**src/rtl/mem_access_unit.sv**
```systemverilog
// Load/store unit: takes one RISC-V load or store, runs it as a single bus cycle
// with lane steering and timeout, and returns a sign/zero-extended response.
module mem_access_unit #(
    parameter int XLEN    = 32,
    parameter int ADDR_W  = 32,
    parameter int TIMEOUT = 16
) (
    input  logic              clk,
    input  logic              rst_n,
    input  logic              req_valid_i,
    output logic              req_ready_o,
    input  logic              req_we_i,
    input  logic [2:0]        req_funct3_i,
    input  logic [ADDR_W-1:0] req_addr_i,
    input  logic [XLEN-1:0]   req_wdata_i,
    output logic              rsp_valid_o,
    input  logic              rsp_ready_i,
    output logic [XLEN-1:0]   rsp_rdata_o,
    output logic              rsp_err_o,
    output logic              mem_req_o,
    input  logic              mem_gnt_i,
    output logic              mem_we_o,
    output logic [XLEN/8-1:0] mem_be_o,
    output logic [ADDR_W-1:0] mem_addr_o,
    output logic [XLEN-1:0]   mem_wdata_o,
    input  logic              mem_rvalid_i,
    input  logic [XLEN-1:0]   mem_rdata_i,
    output logic [1:0]        dbg_state_o
);
    // Handshakes: a transfer happens on a rising edge where valid and ready are both 1;
    // the valid side holds its payload stable until that edge and never withdraws it.

    localparam int NB    = XLEN / 8;
    localparam int OFF_W = $clog2(NB);

    localparam logic [1:0] S_IDLE = 2'd0;
    localparam logic [1:0] S_BUS  = 2'd1;
    localparam logic [1:0] S_WAIT = 2'd2;
    localparam logic [1:0] S_RESP = 2'd3;

    logic [1:0]        state_q, state_d;
    logic [7:0]        cnt_q, cnt_d;
    logic              ready_q, ready_d;
    logic              we_q, we_d;
    logic [2:0]        f3_q, f3_d;
    logic [ADDR_W-1:0] addr_q, addr_d;
    logic [XLEN-1:0]   wdata_q, wdata_d;
    logic [XLEN-1:0]   rdata_q, rdata_d;
    logic              err_q, err_d;

    function automatic logic is_legal(input logic we, input logic [2:0] f3);
        if (we)
            return (f3 == 3'b000) || (f3 == 3'b001) || (f3 == 3'b010) ||
                   ((XLEN == 64) && (f3 == 3'b011));
        return (f3 == 3'b000) || (f3 == 3'b001) || (f3 == 3'b010) ||
               (f3 == 3'b100) || (f3 == 3'b101) ||
               ((XLEN == 64) && ((f3 == 3'b011) || (f3 == 3'b110)));
    endfunction

    function automatic logic is_aligned(input logic [1:0] sz, input logic [OFF_W-1:0] off);
        case (sz)
            2'd0:    return 1'b1;
            2'd1:    return off[0] == 1'b0;
            2'd2:    return off[1:0] == 2'b00;
            default: return off == '0;
        endcase
    endfunction

    // Lane steering is decoded from the latched request, so it stays stable for the whole bus cycle.
    logic [OFF_W-1:0] off;
    logic [OFF_W+2:0] bit_off;
    logic [NB-1:0]    sz_be;
    logic [XLEN-1:0]  lane_mask;
    logic [XLEN-1:0]  rd_sh;
    logic             sign_bit;
    logic [XLEN-1:0]  ld_data;

    assign off     = addr_q[OFF_W-1:0];
    assign bit_off = {off, 3'b000};
    assign rd_sh   = mem_rdata_i >> bit_off;

    always_comb begin
        sz_be    = '1;
        sign_bit = 1'b0;
        case (f3_q[1:0])
            2'd0: begin sz_be = NB'(1);  sign_bit = rd_sh[7];  end
            2'd1: begin sz_be = NB'(3);  sign_bit = rd_sh[15]; end
            2'd2: begin sz_be = NB'(15); sign_bit = rd_sh[31]; end
            default: ;
        endcase
        lane_mask = '0;
        for (int i = 0; i < NB; i++) lane_mask[i*8 +: 8] = {8{sz_be[i]}};
        ld_data = (rd_sh & lane_mask) | ((sign_bit && !f3_q[2]) ? ~lane_mask : '0);
    end

    always_comb begin
        state_d = state_q;
        cnt_d   = cnt_q;
        we_d    = we_q;
        f3_d    = f3_q;
        addr_d  = addr_q;
        wdata_d = wdata_q;
        rdata_d = rdata_q;
        err_d   = err_q;
        case (state_q)
            S_IDLE: if (req_valid_i && ready_q) begin
                we_d    = req_we_i;
                f3_d    = req_funct3_i;
                addr_d  = req_addr_i;
                wdata_d = req_wdata_i;
                if (is_legal(req_we_i, req_funct3_i) &&
                    is_aligned(req_funct3_i[1:0], req_addr_i[OFF_W-1:0])) begin
                    state_d = S_BUS;
                end else begin
                    state_d = S_RESP;
                    err_d   = 1'b1;
                    rdata_d = '0;
                end
            end
            S_BUS: if (mem_gnt_i) begin
                state_d = S_WAIT;
                cnt_d   = '0;
            end
            S_WAIT: if (mem_rvalid_i) begin
                state_d = S_RESP;
                err_d   = 1'b0;
                rdata_d = we_q ? '0 : ld_data;
            end else if (cnt_q == 8'(TIMEOUT - 1)) begin
                state_d = S_RESP;
                err_d   = 1'b1;
                rdata_d = '0;
            end else begin
                cnt_d = cnt_q + 8'd1;
            end
            default: if (rsp_ready_i) state_d = S_IDLE;
        endcase
        ready_d = (state_d == S_IDLE);
    end

    always_ff @(posedge clk or negedge rst_n) begin
        if (!rst_n) begin
            state_q <= S_IDLE;
            cnt_q   <= '0;
            ready_q <= 1'b0;
            we_q    <= 1'b0;
            f3_q    <= '0;
            addr_q  <= '0;
            wdata_q <= '0;
            rdata_q <= '0;
            err_q   <= 1'b0;
        end else begin
            state_q <= state_d;
            cnt_q   <= cnt_d;
            ready_q <= ready_d;
            we_q    <= we_d;
            f3_q    <= f3_d;
            addr_q  <= addr_d;
            wdata_q <= wdata_d;
            rdata_q <= rdata_d;
            err_q   <= err_d;
        end
    end

    logic in_bus, in_resp;
    assign in_bus  = (state_q == S_BUS);
    assign in_resp = (state_q == S_RESP);

    assign req_ready_o = ready_q;
    assign rsp_valid_o = in_resp;
    assign rsp_rdata_o = in_resp ? rdata_q : '0;
    assign rsp_err_o   = in_resp & err_q;
    assign mem_req_o   = in_bus;
    assign mem_we_o    = in_bus & we_q;
    assign mem_be_o    = in_bus ? (sz_be << off) : '0;
    assign mem_addr_o  = in_bus ? {addr_q[ADDR_W-1:OFF_W], {OFF_W{1'b0}}} : '0;
    assign mem_wdata_o = (in_bus && we_q) ? ((wdata_q & lane_mask) << bit_off) : '0;
    assign dbg_state_o = state_q;
endmodule

```
**config.mk**
```make
export PLATFORM = sky130hd
export DESIGN_NAME = mem_access_unit
export DESIGN_NICKNAME = d
export VERILOG_FILES = /design/src/rtl/mem_access_unit.sv
export SDC_FILE = /design/constraint.sdc
export NUM_CORES = 1
export LEC_CHECK = 0
export CAP_MARGIN = 20
export CORE_UTILIZATION = 35
export DETAILED_ROUTE_END_ITERATION = 10
export SLEW_MARGIN = 0
export SYNTH_ARGS = -nofsm -noshare
export SYNTH_HDL_FRONTEND = slang
export SYNTH_SLANG_ARGS = --single-unit
```
**constraint.sdc**
```tcl
create_clock -name clk -period 2.33 [get_ports clk]
set_input_delay 0.466 -clock clk [delete_from_list [all_inputs] [get_ports clk]]
set_output_delay 0.466 -clock clk [all_outputs]
set_load 0.005 [all_outputs]
```
==> impl_results.md <==
- Status: finished with violations
- Failing checks: negative setup slack
- Initial Util: a little over a third
- Global-route wire length before repair: 31300 um
- Post-route antenna net violation count: 0
- Skew final: 0.00876 ns
- Final wirelength: 20000 um
- GR Util All Layers: 22.8%
- CP Launch Type: register
- Wire per inst: about 20 um
- Yosys warns: 0
- CP max-delay cell: dfrtp_2
- CP cell instances: buf_12, nor2b_4, buf_6, buf_6, buf_4, a22oi_1, nor2_1, buf_2
- Met2 usage: 35.4%
- TritonRoute pass-1 iters: 4
- Cell Pwr Density: 1140 nW/um^2
- Clock edge transition at the registers on the reported setup and hold paths: 0.08 ns
- Worst hold-check path type: in -> async
- CP Capture Type: primary output
- # diodes: 0
- Die H: 133 um
- Share of layout cells above drive strength 1: 29.2%
- Placer Congestion: 0.808
- Vias in the first global route: 5645
- Fin crit share: 102%
- Met3 Track Usage GR: ~6.2%
- Layout Area Growth over Synthesis: 56.3%
- RSZ-0062 raised after global routing: true
- CP max FO: 12
- Initial DRC Count: 293
- CTS tree: built
- Top cell type's share of synthesized area: 46.7%
- Power, Total: 0.0107 W
- Critical path class: reg -> out
- Fillers: between 1000 and 1500
- Finished Layout Cells: about 1000
- WHS: 0.0547 ns
- Max-Cap Viols: 0
- Rows: between 40 and 50
- Crit path from: addr_q[0]$_DFFE_PN0P_
- Family with the most delay on the worst path: buffers and inverters
- Yosys cell types: 50
- Post-synth EDFFs: 0
- Largest area contributor in the netlist: dfrtp_1
- Met1 GRT Util: 30.4%
- Fin nets: 903
- Peak VDD IR: about 0.00055 V
- CTS HTree Levels: 3
- Root Driver: clkbuf_16
- Max incr delay on CP: 0.50 ns
- Boundary Pins: 213
- Asr flop ratio synth: 100%
- Synth top area cells: dfrtp_1 (47%), mux2_2 (14%), and2_1 (4.2%)
- Most used cell, CP: buf_6
- Headroom to the max-slew limit: 61.3%
- Vias: ~5500
- Static Leak: 4.58 nW
- Initial antenna violation count: 0
- Clock latency on the worst-skew pair: ~0.37 ns
- Max Clk Rate: 422 MHz
- Main flop type after synthesis: dfrtp_1
- Avg Cell Area, Syn: 10.9 um^2
- WP buf/inv: 5
- Fin crit period: 2.37 ns
- Final slew viol count: 0
- Clock sinks: 112
- Least-Margin Pin Slew: 0.580 ns
- Placed cells: 964
- Core area: about 17000 um^2
- Synth Cell Area: 6010 um^2
- Post-Syn Instances: 553
- RR Startpoint: addr_q[0]$_DFFE_PN0P_
- CP arrival: roughly 1.9 ns
- Vias per inst: 5.35
- DRC: 0
- Die width: 133 um
- Clock Tree Buf Depth: 2
- FF+latch count, synth: between 100 and 150
- Largest net degree at the start of global routing: 55
- Detailed placement HPWL: ~14000 um
- CTS buffer count: 9
- Die area: 17700 um^2
- Grt ovf: 0
- Hold Fails Final Rpt: 0
- Final setup fails: 2
- I/O Buffers: 210
- GR peak layer: met2
- WP data required: 1.86 ns
- Sequential share of the synthesized area: 46.7%
- Setup ws final: -0.0420 ns
==> flip-flops by register name, summed over array words and instances (netlist names) <==
signal       count
err_q            1
rdata_q         32
req_ready_o      1
addr_q          32
wdata_q         32
cnt_q            8
we_q             1
dbg_state_o      2
f3_q             3
==> final cells by class <==
cell class,count,area (um^2),share of cell area [%]
clock inverter,7,72.6,0.773
tap,220,275,2.93
inverter,9,38.8,0.413
multi-input combinational,383,3160,33.6
sequential,112,2810,29.9
timing repair buffer,281,2810,29.9
clock buffer,9,225,2.40
==> through the flow <==
step / util, % / worst slack [ns] / setup TNS (ns) / area, um^2
2_1_floorplan: - / 0.300 / 0 / 6010
3_3_place_gp: 50.8 / -0.0475 / -0.0817 / 8460
3_5_place_dp: 50.8 / -0.0728 / -0.321 / 8460
4_1_cts: 54.3 / -0.109 / -0.755 / 9030
5_1_grt: 56.4 / -0.111 / -0.478 / 9390
6_report: 56.4 / -0.0420 / -0.0587 / 9390
==> routing by layer <==
layer / up-vias / share of wire [%]
li1: 2503 / -
met1: 2708 / 43
met2: 220 / 47
met3: 29 / 7.8
met4: 0 / 2.1
met5: - / 0
==> final timing paths <==
kind,slack (ns),cells past startpoint,to
worst max register to register,0.14,7,rdata_q[15]$_DFFE_PN0P_
min in group clk,0.50,1,rdata_q[6]$_DFFE_PN0P_
worst max-delay path,-0.04,8,mem_wdata_o[23]
max in group asynchronous,1.64,2,rdata_q[17]$_DFFE_PN0P_
worst min-delay path,0.05,1,rdata_q[28]$_DFFE_PN0P_
worst min register to register,0.50,1,rdata_q[6]$_DFFE_PN0P_
==> synth_stat cells, types with 4 or more instances <==
cell and instances:
clkbuf_1 33, nand2_1 15, buf_2 11, a221o_1 17
dfrtp_1 112, nor2_1 32, mux2_2 74, and3_1 36
a22oi_1 9, xnor2_1 4, a32o_1 15, a21oi_1 20
inv_1 8, nor2b_1 21, mux2i_1 11, a211o_1 8
nor3b_1 9, a211oi_1 20, o21ai_0 12, a22o_1 9
and2_1 40
==> cell usage in the layout (no fill, tap or decap), drive strengths merged, types with 17 or more instances in the layout <==
master | synthesis | routed
a211oi | 20 | 20
a21oi | 20 | 20
a221o | 17 | 17
and2 | 40 | 40
and3 | 36 | 36
buf | 17 | 74
clkbuf | 34 | 25
clkdlybuf4s50 | 0 | 146
dfrtp | 112 | 112
dlygate4sd2 | 0 | 17
dlymetal6s2s | 0 | 26
mux2 | 75 | 75
nor2 | 32 | 32
nor2b | 21 | 21
==> cell families (layout without fill, tap and decap cells) <==
logic type | after synthesis | count (layout) | share of synthesized area [%]
buffers and inverters | 60 | 306 | 4.50
multiplexers | 87 | 87 | 16.3
AND/OR/NAND/NOR | 170 | 171 | 16.5
flip-flops | 112 | 112 | 46.7
AO/OA/AOI/OAI | 116 | 116 | 14.9
XOR/XNOR | 6 | 6 | 0.875
other | 1 | 2 | 0.0624
adder cells (fa/ha/maj) | 1 | 1 | 0.208
==> power breakdown <==
group | internal (W) | total, W | switching (W)
registers | 0.00277 | 0.00342 | 0.000651
clock network | 0.000764 | 0.00160 | 0.000832
logic | 0.00313 | 0.00566 | 0.00253
==> worst reg2reg max path, delay by kind of cell (launching register included) <==
kind	cells	cell delay, ns
flops	1	0.50
buf+inv	3	0.67
mux	1	0.39
simple gates	1	0.12
compound gates	2	0.41
==> what timing repair did <==
action	4_1_cts	5_1_grt
resized for setup	94	93
buffers inserted	16	21
hold buffers	0	0
gates cloned	2	4
pin swaps	15	17
endpoints found under the setup margin	78	64
No activity file was read; power rests on OpenSTA's default activity.
